===== src/rtl/seg7_scan_pkg.sv =====
// seg7_scan_pkg
//   Shared display constants for the 7-segment scan blocks: the 16 hex glyphs,
//   the all-off segment pattern and the active-low polarity of anodes and DP.
//   Glyph bit order is {g,f,e,d,c,b,a}, active low.
package seg7_scan_pkg;

   localparam logic [6:0] SEG_OFF = 7'h7F;
   localparam logic       AN_ON   = 1'b0;
   localparam logic       AN_OFF  = 1'b1;
   localparam logic       DP_ON   = 1'b0;
   localparam logic       DP_OFF  = 1'b1;

   // Counter width for a modulus n, never narrower than one bit.
   function automatic int cnt_width(input int n);
      return (n > 1) ? $clog2(n) : 1;
   endfunction

   function automatic logic [6:0] glyph(input logic [3:0] value);
      logic [6:0] g;
      case (value)
         4'h0: g = 7'h40;
         4'h1: g = 7'h79;
         4'h2: g = 7'h24;
         4'h3: g = 7'h30;
         4'h4: g = 7'h19;
         4'h5: g = 7'h12;
         4'h6: g = 7'h02;
         4'h7: g = 7'h78;
         4'h8: g = 7'h00;
         4'h9: g = 7'h10;
         4'hA: g = 7'h08;
         4'hB: g = 7'h03;
         4'hC: g = 7'h46;
         4'hD: g = 7'h21;
         4'hE: g = 7'h06;
         default: g = 7'h0E;
      endcase
      return g;
   endfunction

endpackage


===== src/rtl/count.sv =====
// count
//   Parametrizable mod-N up-counter. Counts 0..N-1 while ENABLE=1 and wraps.
//   TC is combinational: high while ENABLE=1 and COUNT==N-1.
// Ports
//   CLK     in   1   clock, rising edge
//   RSTn    in   1   asynchronous reset, active low
//   ENABLE  in   1   count enable
//   COUNT   out  W   current count (W = clog2(N), minimum 1)
//   TC      out  1   terminal count
module count
   import seg7_scan_pkg::*;
#(
   parameter  int N = 10,
   localparam int W = cnt_width(N)
) (
   input  logic         CLK,
   input  logic         RSTn,
   input  logic         ENABLE,
   output logic [W-1:0] COUNT,
   output logic         TC
);

   localparam logic [W-1:0] LAST = W'(N - 1);

   always_ff @(posedge CLK or negedge RSTn) begin
      if (!RSTn) begin
         COUNT <= '0;
      end else if (ENABLE) begin
         COUNT <= (COUNT == LAST) ? '0 : COUNT + 1'b1;
      end
   end

   assign TC = ENABLE && (COUNT == LAST);

endmodule


===== src/rtl/seg7_decode.sv =====
// seg7_decode
//   Combinational hex-to-7-segment decoder with a blank override.
// Ports
//   VALUE  in   4   hex digit value
//   BLANK  in   1   1 = force all segments off
//   SEG    out  7   segments {g,f,e,d,c,b,a}, active low
module seg7_decode
   import seg7_scan_pkg::*;
(
   input  logic [3:0] VALUE,
   input  logic       BLANK,
   output logic [6:0] SEG
);

   assign SEG = BLANK ? SEG_OFF : glyph(VALUE);

endmodule


===== src/rtl/seg7_scan.sv =====
// seg7_scan
//   Multiplexed common-anode 7-segment scanner. One digit is lit per slot of
//   REFRESH_DIV cycles; the first BLANK_CYC cycles of each slot keep every anode
//   off to prevent ghosting. Inputs are snapshotted once per frame so a frame
//   never mixes old and new digit values.
// Ports
//   CLK       in   1        clock, rising edge
//   RSTn      in   1        asynchronous reset, active low
//   ENABLE    in   1        1 = scan runs; 0 = display dark, scan state held
//   DIGITS    in   4*NDIG   digit values, digit 0 in DIGITS[3:0] (rightmost)
//   DP_MASK   in   NDIG     decimal point request per digit, 1 = on
//   BLANK_LZ  in   1        1 = suppress leading zeros
//   AN        out  NDIG     anode enables, active low
//   SEG       out  7        segments {g,f,e,d,c,b,a}, active low
//   DP        out  1        decimal point, active low
//   FRAME_TC  out  1        one-cycle pulse at the end of the last slot
module seg7_scan
   import seg7_scan_pkg::*;
#(
   parameter int NDIG        = 4,
   parameter int REFRESH_DIV = 50000,
   parameter int BLANK_CYC   = 16
) (
   input  logic              CLK,
   input  logic              RSTn,
   input  logic              ENABLE,
   input  logic [4*NDIG-1:0] DIGITS,
   input  logic [NDIG-1:0]   DP_MASK,
   input  logic              BLANK_LZ,
   output logic [NDIG-1:0]   AN,
   output logic [6:0]        SEG,
   output logic              DP,
   output logic              FRAME_TC
);

   localparam int PCW  = cnt_width(REFRESH_DIV);
   localparam int IDXW = cnt_width(NDIG);

   logic [PCW-1:0]    pc;
   logic [IDXW-1:0]   idx;
   logic              pc_tc;
   logic              idx_tc;

   logic [4*NDIG-1:0] snap_dig;
   logic [NDIG-1:0]   snap_dp;
   logic              snap_blz;
   logic              first;

   logic [3:0]        sel_dig;
   logic              sel_dp;
   logic              sel_blank;
   logic              nz_above;
   logic              in_blank;
   logic [NDIG-1:0]   an_nxt;
   logic [6:0]        seg_nxt;

   // Prescaler paces the slots; its TC advances the digit index.
   count #(.N(REFRESH_DIV)) u_pc (
      .CLK    (CLK),
      .RSTn   (RSTn),
      .ENABLE (ENABLE),
      .COUNT  (pc),
      .TC     (pc_tc)
   );

   count #(.N(NDIG)) u_idx (
      .CLK    (CLK),
      .RSTn   (RSTn),
      .ENABLE (pc_tc),
      .COUNT  (idx),
      .TC     (idx_tc)
   );

   // The idx TC is already gated by the prescaler TC and ENABLE, so it marks
   // exactly the last cycle of the last slot.
   assign FRAME_TC = idx_tc;

   // Snapshot on the first clock after reset and whenever idx wraps to 0.
   always_ff @(posedge CLK or negedge RSTn) begin
      if (!RSTn) begin
         snap_dig <= '0;
         snap_dp  <= '0;
         snap_blz <= 1'b0;
         first    <= 1'b1;
      end else begin
         first <= 1'b0;
         if (first || idx_tc) begin
            snap_dig <= DIGITS;
            snap_dp  <= DP_MASK;
            snap_blz <= BLANK_LZ;
         end
      end
   end

   // Walk digits from the most significant down: a digit is a leading zero
   // when it and everything above it are zero. Digit 0 always shows.
   always_comb begin
      sel_dig   = 4'h0;
      sel_dp    = 1'b0;
      sel_blank = 1'b0;
      nz_above  = 1'b0;
      for (int i = NDIG - 1; i >= 0; i--) begin
         nz_above = nz_above || (snap_dig[4*i +: 4] != 4'h0);
         if (idx == IDXW'(i)) begin
            sel_dig   = snap_dig[4*i +: 4];
            sel_dp    = snap_dp[i];
            sel_blank = snap_blz && !nz_above && (i != 0);
         end
      end
   end

   seg7_decode u_dec (
      .VALUE (sel_dig),
      .BLANK (sel_blank),
      .SEG   (seg_nxt)
   );

   assign in_blank = (BLANK_CYC > 0) && (int'(pc) < BLANK_CYC);

   always_comb begin
      an_nxt = '1;
      for (int i = 0; i < NDIG; i++) begin
         if (!in_blank && (idx == IDXW'(i))) begin
            an_nxt[i] = AN_ON;
         end
      end
   end

   // Output registers: one cycle behind pc/idx; dark while disabled.
   always_ff @(posedge CLK or negedge RSTn) begin
      if (!RSTn) begin
         AN  <= '1;
         SEG <= SEG_OFF;
         DP  <= DP_OFF;
      end else if (ENABLE) begin
         AN  <= an_nxt;
         SEG <= seg_nxt;
         DP  <= sel_dp ? DP_ON : DP_OFF;
      end else begin
         AN  <= '1;
         SEG <= SEG_OFF;
         DP  <= DP_OFF;
      end
   end

endmodule


===== config.mk =====
export PLATFORM = sky130hd
export DESIGN_NAME = seg7_scan
export DESIGN_NICKNAME = d
export VERILOG_FILES = /design/src/rtl/seg7_scan_pkg.sv /design/src/rtl/count.sv /design/src/rtl/seg7_decode.sv /design/src/rtl/seg7_scan.sv
export SDC_FILE = /design/constraint.sdc
export NUM_CORES = 1
export LEC_CHECK = 0
export CORE_UTILIZATION = 36
export CTS_CLUSTER_DIAMETER = 80
export DETAILED_ROUTE_END_ITERATION = 8
export PLACE_DENSITY = 0.62
export SLEW_MARGIN = 20
export SYNTH_ARGS = -nofsm -noshare
export SYNTH_HDL_FRONTEND = slang
export SYNTH_HIERARCHICAL = 1
export SYNTH_SLANG_ARGS = --single-unit

===== constraint.sdc =====
create_clock -name CLK -period 2.6 [get_ports CLK]
set_input_delay 0.26 -clock CLK [delete_from_list [all_inputs] [get_ports CLK]]
set_output_delay 0.26 -clock CLK [all_outputs]
set_load 0.01 [all_outputs]

==> Word level (Yosys, flattened, before mapping) <==
Memories as Yosys holds them, arrays and structs flattened.
Cells that the tools add are included.
{ "totals": {"reg_bits": 52, "rom_bits": 112, "input_bits": 24, "n_memories": 1} }
{ "classes": {"addsub": 2, "magnitude_cmp": 1, "n_eq_ne": 4, "mux": 23, "n_reduce_logical": 20} }
{ "mem_list": {"columns": ["name", "words", "word_bits", "read_ports", "rd_ports_with_merged_regs", "write_ports", "line", "source"], "rows": [
  ["(no name shown)", 16, 7, 1, 0, 0, "seg7_scan_pkg.sv:20", "case (value)"]
]} }
{ "op_table": {"columns": ["op", "n"], "rows": [
  ["4-bit two-way mux", 5],
  ["16-bit by 1-bit adder with 16-bit output, second input constant", 1],
  ["16-bit equality test, second input constant", 1],
  ["16-bit by 5-bit < comparator with 1-bit output, second input constant", 1],
  ["16-bit two-way mux", 1],
  ["1-bit two-way mux", 14],
  ["7-bit two-way mux", 2],
  ["4-bit nonzero test", 3],
  ["1-bit logical AND", 9],
  ["2-bit equality test, second input constant", 2],
  ["1-bit logical NOT", 4],
  ["1-bit logical OR", 3],
  ["2-bit by 1-bit adder with 2-bit output, second input constant", 1],
  ["2-bit by 1-bit equality test with 1-bit output, second input constant", 1],
  ["2-bit logical NOT", 1],
  ["2-bit two-way mux", 1]
]} }

==> Logic depth before layout (Yosys ltp) <==
Gate-level depths: netlist (run 1).
{ "depth": {"depth_word": 9, "depth_mapped": 8, "mapped_depth_nobuf": 7} }

==> Cells and area by module <==
Netlist (run 1), hierarchy kept.
{ "modules_own_cells": {"columns": ["module", "instances", "cells_per_inst", "area_per_inst_um2", "seq_area_each_um2"], "rows": [
  ["seg7_scan", 1, 90, 1407.6, 867.1],
  ["count (u_pc)", 1, 83, 823.3, 400.4],
  ["seg7_decode", 1, 39, 276.5, 0.0],
  ["count (u_idx)", 1, 7, 101.3, 50.0]
]} }

==> Least setup slack after synthesis (run 1) <==
Ideal clock, no wire load.
{ "synth_path": {"path_kind": "register to register", "start": "register u_pc.COUNT[0]", "end": "register snap_blz", "setup_ns": 0.125, "t_arrival_ns": 2.036, "required_ns": 2.475, "setup_slack_ns": 0.439, "path_stages_with_launch": 9, "cell_sequence": "dfrtp_1 ha_1 nor4b_1 nand4b_1 nor2_1 and2_2 nor2_1 buf_4 mux2_2"} }
{ "synth_between": {"elab_chain_len": 4} }
{ "synth_rtl": {"columns": ["element", "line", "source"], "rows": [
  ["from (decl)", "count.sv:19", "output logic [W-1:0] COUNT,"],
  ["from (signal assigned)", "count.sv:29", "COUNT <= (COUNT == LAST) ? '0 : COUNT + 1'b1;"],
  ["16-bit equality test", "count.sv:33", "assign TC = ENABLE && (COUNT == LAST);"],
  ["1-bit logical AND", "count.sv:33", null],
  ["named net pc_tc", "seg7_scan.sv:41", "logic pc_tc;"],
  ["1-bit logical AND", "count.sv:33", null],
  ["named net FRAME_TC", "seg7_scan.sv:33", "output logic FRAME_TC"],
  ["1-bit logical OR", "seg7_scan.sv:87", "if (first || idx_tc) begin"],
  ["to (signal assigned)", "seg7_scan.sv:83", "snap_blz <= 1'b0;"],
  ["to (signal assigned)", "seg7_scan.sv:90", "snap_blz <= BLANK_LZ;"],
  ["to (decl)", "seg7_scan.sv:46", "logic snap_blz;"]
]} }
The timed path passes the listed nets, and every way through them passes these cells.
A chain may end at the register's enable or synchronous reset.

==> Final worst setup path (run 1) <==
{ "layout_path": {"start": "register u_pc.COUNT[0]", "end": "output port FRAME_TC"} }
{ "layout_between": {"elab_chain_len": 3} }
{ "layout_rtl": {"columns": ["element", "line"], "rows": [
  ["16-bit equality test", "count.sv:33"],
  ["1-bit logical AND", "count.sv:33"],
  ["named net pc_tc", "seg7_scan.sv:41"],
  ["1-bit logical AND", "count.sv:33"],
  ["to (decl)", "seg7_scan.sv:33"]
]} }
The timed path passes the listed nets, and every way through them passes these cells.

==> metrics, run 1 <==
Worst Setup End Kind=output port; Final TNS setup=0 ns; layout cell share with drive strength beyond 1=0.243; RSZ-0062 raised after global routing=no; Global Route Usage Sum=0.135; diode count=0; Async SR Flop Fraction=1.00; area grow syn2layout=22.4%; post-route worst setup slack=0.160 ns; First DRT Iteration DRCs=72; Sink Count=52; Worst R2R Setup Slack=0.34 ns; most frequent cells in the layout=dfrtp_1 (39), clkdlybuf4s50_1 (35), mux2_2 (22); DR WL/cell=13.2 µm; Placeable Area=0.00691 mm²; crit share post-route=0.938; first-pass GRT wire length=7950 µm; P per Cell Area=614 mW/mm²; crit path to=FRAME_TC; Final Skew=0.00944 ns; Distinct cells, synth=46; run status=complete, no violations; Max Clk Rate=0.410 GHz; CTS Buffer Depth=2; hold crit path type=in -> async; drt drc=0; total gr overflow=0; Max-slew headroom=0.583; Required @ worst endpoint=2.34 ns; Hold Vio Cnt, Final=0; CTS Buf Count=5; Crit. Startpoint=u_pc/COUNT[0]$_DFFE_PN0P_; RR Endpoint=SEG[3]$_DFF_PN1_; largest net degree at the start of global routing=53; H-tree depth=2; WL final=4680 µm; post-route ant nets=0; Die X=87.1 µm; TritonCTS clock tree=done; leakage=0.00130 µW; crit path kind=reg -> out; clock latency on the worst-skew pair=0.31 ns; CTS Root Cell=clkbuf_8; CP max FO=4; Reg clk slew, reported paths=0.10 ns; Vias=1748; initial antenna violation count=0; VDD IR max=0.299 mV; synthesized area=0.00261 mm²; Ports=37; commonest non-fill, non-tap cell in the layout=dfrtp_1; Seq cells post-synth=52; sequential fraction of the synthesis area=0.505; Max-Cap Viols=0; Detail Placement HPWL=3330 µm; RePlAce Congestion=0.867; Design Area, Final=0.00319 mm²; Syn Area/Cell=11.9 µm²; WP data arrival=2.18 ns; CP delay by family, top=simple AND/OR/NAND/NOR gates; Synthesis Warnings=6; Die Y=87.1 µm; R2R cell count=6; Post-Synthesis Cells=219; nets@finish=291; placed cell area=0.00306 mm²; Final Slew Violations=0; endpoints failing setup=0; critical path's slowest cell=clkdlybuf4s50_1; stages on the worst setup path=6; CP max stage delay=0.53 ns; Post-Syn Nets=252; CP bufs+invs=1; worst slack at placement=0.376 ns; first-pass iteration count of the detailed router=4; clock period minus worst slack=2.44 ns; Slew @ Worst Pin=0.625 ns; vias in the first global route=1700; reg-to-reg startpoint=u_idx/COUNT[0]$_DFFE_PN0P_; vias per std cell=4.92; Main synth FF type=dfrtp_1; number of flops mapped to enable cells by yosys=0; IO Port Bufs=36; Die ar.=0.00759 mm²; Core Rows=30; initial core utilization=0.378; crit start category=flip-flop; critical-path cell list=ha_1 -> nor4b_2 -> nand4b_1 -> nor2_2 -> and2_2 -> clkdlybuf4s50_1
[flip-flops by register name, indices dropped and copies added (netlist names)]
register     flops
AN               4
u_idx/COUNT      2
first            1
SEG              7
u_pc/COUNT      16
snap_dp          4
snap_blz         1
snap_dig        16
DP               1
[timing repair]
action | 4_1_cts | 5_1_grt
endpoints found under the hold margin | 0 | 0
hold buffers | 0 | 0
resized for setup | 0 | 2
buffers inserted | 0 | 0
endpoints found under the setup margin | 0 | 1
[metal layers]
| layer | wire (µm) | GRT usage |
|---|---|---|
| met2 | 2150 | 0.211 |
| met3 | 174 | 0.0313 |
| met1 | 2300 | 0.188 |
| met5 | 0 | 0 |
| met4 | 57 | 0.0402 |
[worst register-to-register path, stage by stage (launching register included)]
cell and delay [ns]:
dfrtp_1 0.46, mux4_2 0.63, ha_1 0.27, nor2b_1 0.15
a2111oi_0 0.47, a31oi_1 0.06, nand2b_1 0.16
[cell type report]
class	count	area (µm²)
Clock buffer	6	82.6
Tap cell	96	120
Sequential cell	52	1320
Fill cell	664	3710
Clock inverter	2	38.8
Inverter	9	33.8
Timing Repair Buffer	41	393
Multi-Input combinational cell	149	1210
[power by group]
part,switching (µW),internal (µW)
logic,168,198
clock network,269,315
registers,96.5,913
[kinds of logic (layout without fill, tap and decap cells)]
family / count (synthesis) / after routing / share of synthesized area
adder cells (fa/ha/maj): 9 / 9 / 0.0432
multiplexers: 32 / 32 / 0.159
flip-flops: 52 / 52 / 0.505
buffers and inverters: 18 / 58 / 0.0360
other: 1 / 1 / 0.00144
AO/OA/AOI/OAI: 24 / 24 / 0.0585
XOR/XNOR: 11 / 11 / 0.0369
AND/OR/NAND/NOR: 72 / 72 / 0.160
[how the worst min path moves through the flow]
stage                                             to  depth (start not counted)  slack (ns)
after detailed placement  u_pc/COUNT[14]$_DFFE_PN0P_                          2        0.42
after CTS                     snap_dp[3]$_DFFE_PN0P_                          2        0.08
after global placement        snap_dp[1]$_DFFE_PN0P_                          2        0.41
after global routing          snap_dp[3]$_DFFE_PN0P_                          2        0.12
final                         snap_dp[3]$_DFFE_PN0P_                          2        0.06
after floorplan                 snap_blz$_DFFE_PN0P_                          0       -0.04
[stage by stage]
stage          hold WS (ns)  instances  utilization  total power [µW]
2_1_floorplan       -0.0356        219            -              1240
3_3_place_gp          0.415        347        0.443              1380
3_5_place_dp          0.423        347        0.443              1390
4_1_cts              0.0776        355        0.461              1980
5_1_grt               0.119        355        0.462              2070
6_report             0.0551        355        0.462              1960
[Yosys cell counts, types with 2 or more instances]
library cell | number | share of area
xnor2_1 | 7 | 0.024
nand3_1 | 6 | 0.012
nor4_1 | 8 | 0.019
a2111oi_0 | 2 | 0.0067
or2_2 | 2 | 0.0048
nand4b_1 | 3 | 0.010
dfrtp_1 | 39 | 0.37
xor2_1 | 4 | 0.013
inv_1 | 9 | 0.013
a21oi_1 | 2 | 0.0038
buf_2 | 3 | 0.0058
nor2b_1 | 3 | 0.0072
nor2_1 | 10 | 0.014
a31oi_1 | 5 | 0.012
ha_1 | 9 | 0.043
nor3_1 | 2 | 0.0038
mux4_2 | 5 | 0.043
nand4_1 | 5 | 0.012
o21ai_0 | 9 | 0.017
nand2_1 | 13 | 0.019
dfstp_2 | 13 | 0.13
mux2i_1 | 4 | 0.015
mux2_2 | 22 | 0.095
buf_4 | 4 | 0.012
nand2b_1 | 9 | 0.022
(Power assumes the default switching activity.)
==> inputs of run 2 (changes only) <==
--- a/config.mk
+++ b/config.mk
@@ -5,10 +5,10 @@
 export SDC_FILE = /design/constraint.sdc
 export NUM_CORES = 1
 export LEC_CHECK = 0
-export CORE_UTILIZATION = 36
+export CORE_UTILIZATION = 39
 export CTS_CLUSTER_DIAMETER = 80
 export DETAILED_ROUTE_END_ITERATION = 8
-export PLACE_DENSITY = 0.62
+export PLACE_DENSITY = 0.65
 export SLEW_MARGIN = 20
 export SYNTH_ARGS = -nofsm -noshare
 export SYNTH_HDL_FRONTEND = slang
==> run 2 against run 1 <==
  * Global-route usage up 0.61 points
  * Combinational power hardly changed
  * Routed wire length down 3.3%
  * Largest power group unchanged
  * Total power up 8.6%
  * Sequential power about the same
  * Largest cell class unchanged
  * Critical path type unchanged
==> metrics, run 2 (synthesis results as in run 1) <==
CP bufs+invs=1; WP data arrival=2.19 ns; CTS Root Cell=clkbuf_8; Post-CTS Setup Bufs=0; WHS=0.478 ns; most frequent cells in the layout=dfrtp_1 (39), clkdlybuf4s50_1 (35), mux2_2 (22); layout cell share with drive strength beyond 1=0.238; commonest non-fill, non-tap cell in the layout=dfrtp_1; Ports=37; Die X=83.8 µm; critical-path cell list=ha_1 -> nor4b_1 -> nand4b_1 -> nor2_2 -> and2_2 -> clkdlybuf4s50_1; final core utilization=0.503; leakage=0.00132 µW; IO Port Bufs=36; P per Cell Area=663 mW/mm²; Hold Vio Cnt, Final=0; Max Clk Rate=0.408 GHz; total power=2130 µW; fill count=576; Detail Placement HPWL=3300 µm; Sw Ratio=0.252; clock latency on the worst-skew pair=0.31 ns; CTS Buf Count=5; CTS Buffer Depth=2; total gr overflow=0; critical path's slowest cell=clkdlybuf4s50_1; switching power=536 µW; crit start category=flip-flop; endpoints failing setup=0; Max-Cap Viols=0; RSZ-0062 raised after global routing=no; first-pass iteration count of the detailed router=4; Vias=1736; Max-slew headroom=0.611; initial antenna violation count=0; Clk pwr share=0.353; WL final=4530 µm; Top Registers=snap_dig (16), u_pc/COUNT (16), SEG (7); Comb pwr share=0.173; Final Non-Filler Cells=337; initial core utilization=0.409; First DRT Iteration DRCs=123; Core Rows=29; Placeable Area=0.00639 mm²; Die Y=83.8 µm; Final TNS setup=0 ns; crit path kind=reg -> out; Die ar.=0.00702 mm²; area grow syn2layout=23.1%; drt drc=0; diode count=0; CP max FO=4; DR WL/cell=13.4 µm; Slew @ Worst Pin=0.583 ns; Flop pwr share=0.474; hold crit path type=in -> async; vias per std cell=5.15; largest net degree at the start of global routing=46; Required @ worst endpoint=2.34 ns; run status=complete, no violations; dpl cells=328; Sink Count=52; RePlAce Congestion=0.844; Final Skew=0.0159 ns; Internal=1590 µW; TritonCTS clock tree=done; post-route ant nets=0; vias in the first global route=1614; Reg clk slew, reported paths=0.10 ns; CP delay by family, top=simple AND/OR/NAND/NOR gates; H-tree depth=2; CP max stage delay=0.53 ns; first-pass GRT wire length=7890 µm; crit share post-route=0.943; Global Route Usage Sum=0.141; Final Slew Violations=0; clock period minus worst slack=2.45 ns; VDD IR max=0.331 mV; nets@finish=292; Worst Setup End Kind=output port
-- run 2: cell types whose count changed in the layout (fill, tap and decap cells not counted), sizes merged --
cell	delta
bufinv	+2
clkbuf	-1
clkinv	-1
dlygate4sd3	+1
-- run 2: metrics by stage --
| stage | instance area, µm² | setup slack, ns |
|---|---|---|
| floorplan | 2610 | 0.439 |
| global placement | 3040 | 0.420 |
| detailed placement | 3040 | 0.328 |
| CTS | 3200 | 0.109 |
| global route | 3210 | 0.00427 |
| finish | 3210 | 0.149 |
-- run 2: worst paths after layout --
check                                      startpoint                     end  slack (ns)  depth (start not counted)
hold / removal                                   RSTn  snap_dp[3]$_DFFE_PN0P_        0.48                          2
min in group CLK               snap_dp[2]$_DFFE_PN0P_  snap_dp[2]$_DFFE_PN0P_        0.51                          1
max in group asynchronous                        RSTn         AN[0]$_DFF_PN1_        1.50                          3
setup / recovery            u_pc/COUNT[0]$_DFFE_PN0P_                FRAME_TC        0.15                          6
setup reg to reg           u_idx/COUNT[0]$_DFFE_PN0P_        SEG[3]$_DFF_PN1_        0.25                          6
hold reg to reg                snap_dp[2]$_DFFE_PN0P_  snap_dp[2]$_DFFE_PN0P_        0.51                          1
-- run 2: metal layers --
layer / vias to the layer above / routed length (µm) / track usage / share of wire
met5: - / 0 / 0 / 0
met4: 0 / 51 / 0.0416 / 0.011
met1: 830 / 2300 / 0.212 / 0.51
met3: 6 / 180 / 0.0336 / 0.040
met2: 36 / 2000 / 0.203 / 0.44
li1: 864 / - / - / -
-- run 2: layout make-up --
class	instances	area, µm²	area share
clock buffer	5	68.8	0.0214
clock inverter	3	90.1	0.0280
tap	77	96.3	0.0300
inverter	9	33.8	0.0105
multi-input combinational	149	1200	0.374
sequential	52	1320	0.410
timing repair buffer	42	405	0.126
-- run 2: what timing repair did --
| action | in CTS | in global routing |
|---|---|---|
| hold buffers | 0 | 1 |
| hold endpoints to repair | 0 | 39 |
| endpoints found under the setup margin | 0 | 1 |
| resized for setup | 0 | 1 |
-- run 2: power groups by stage --
stage	logic (µW)	registers, µW	clock network, µW
after CTS	370	1010	768
final	369	1010	751
after floorplan	249	996	0
after detailed placement	369	1020	0
after global routing	407	1030	798
after global placement	361	1020	0
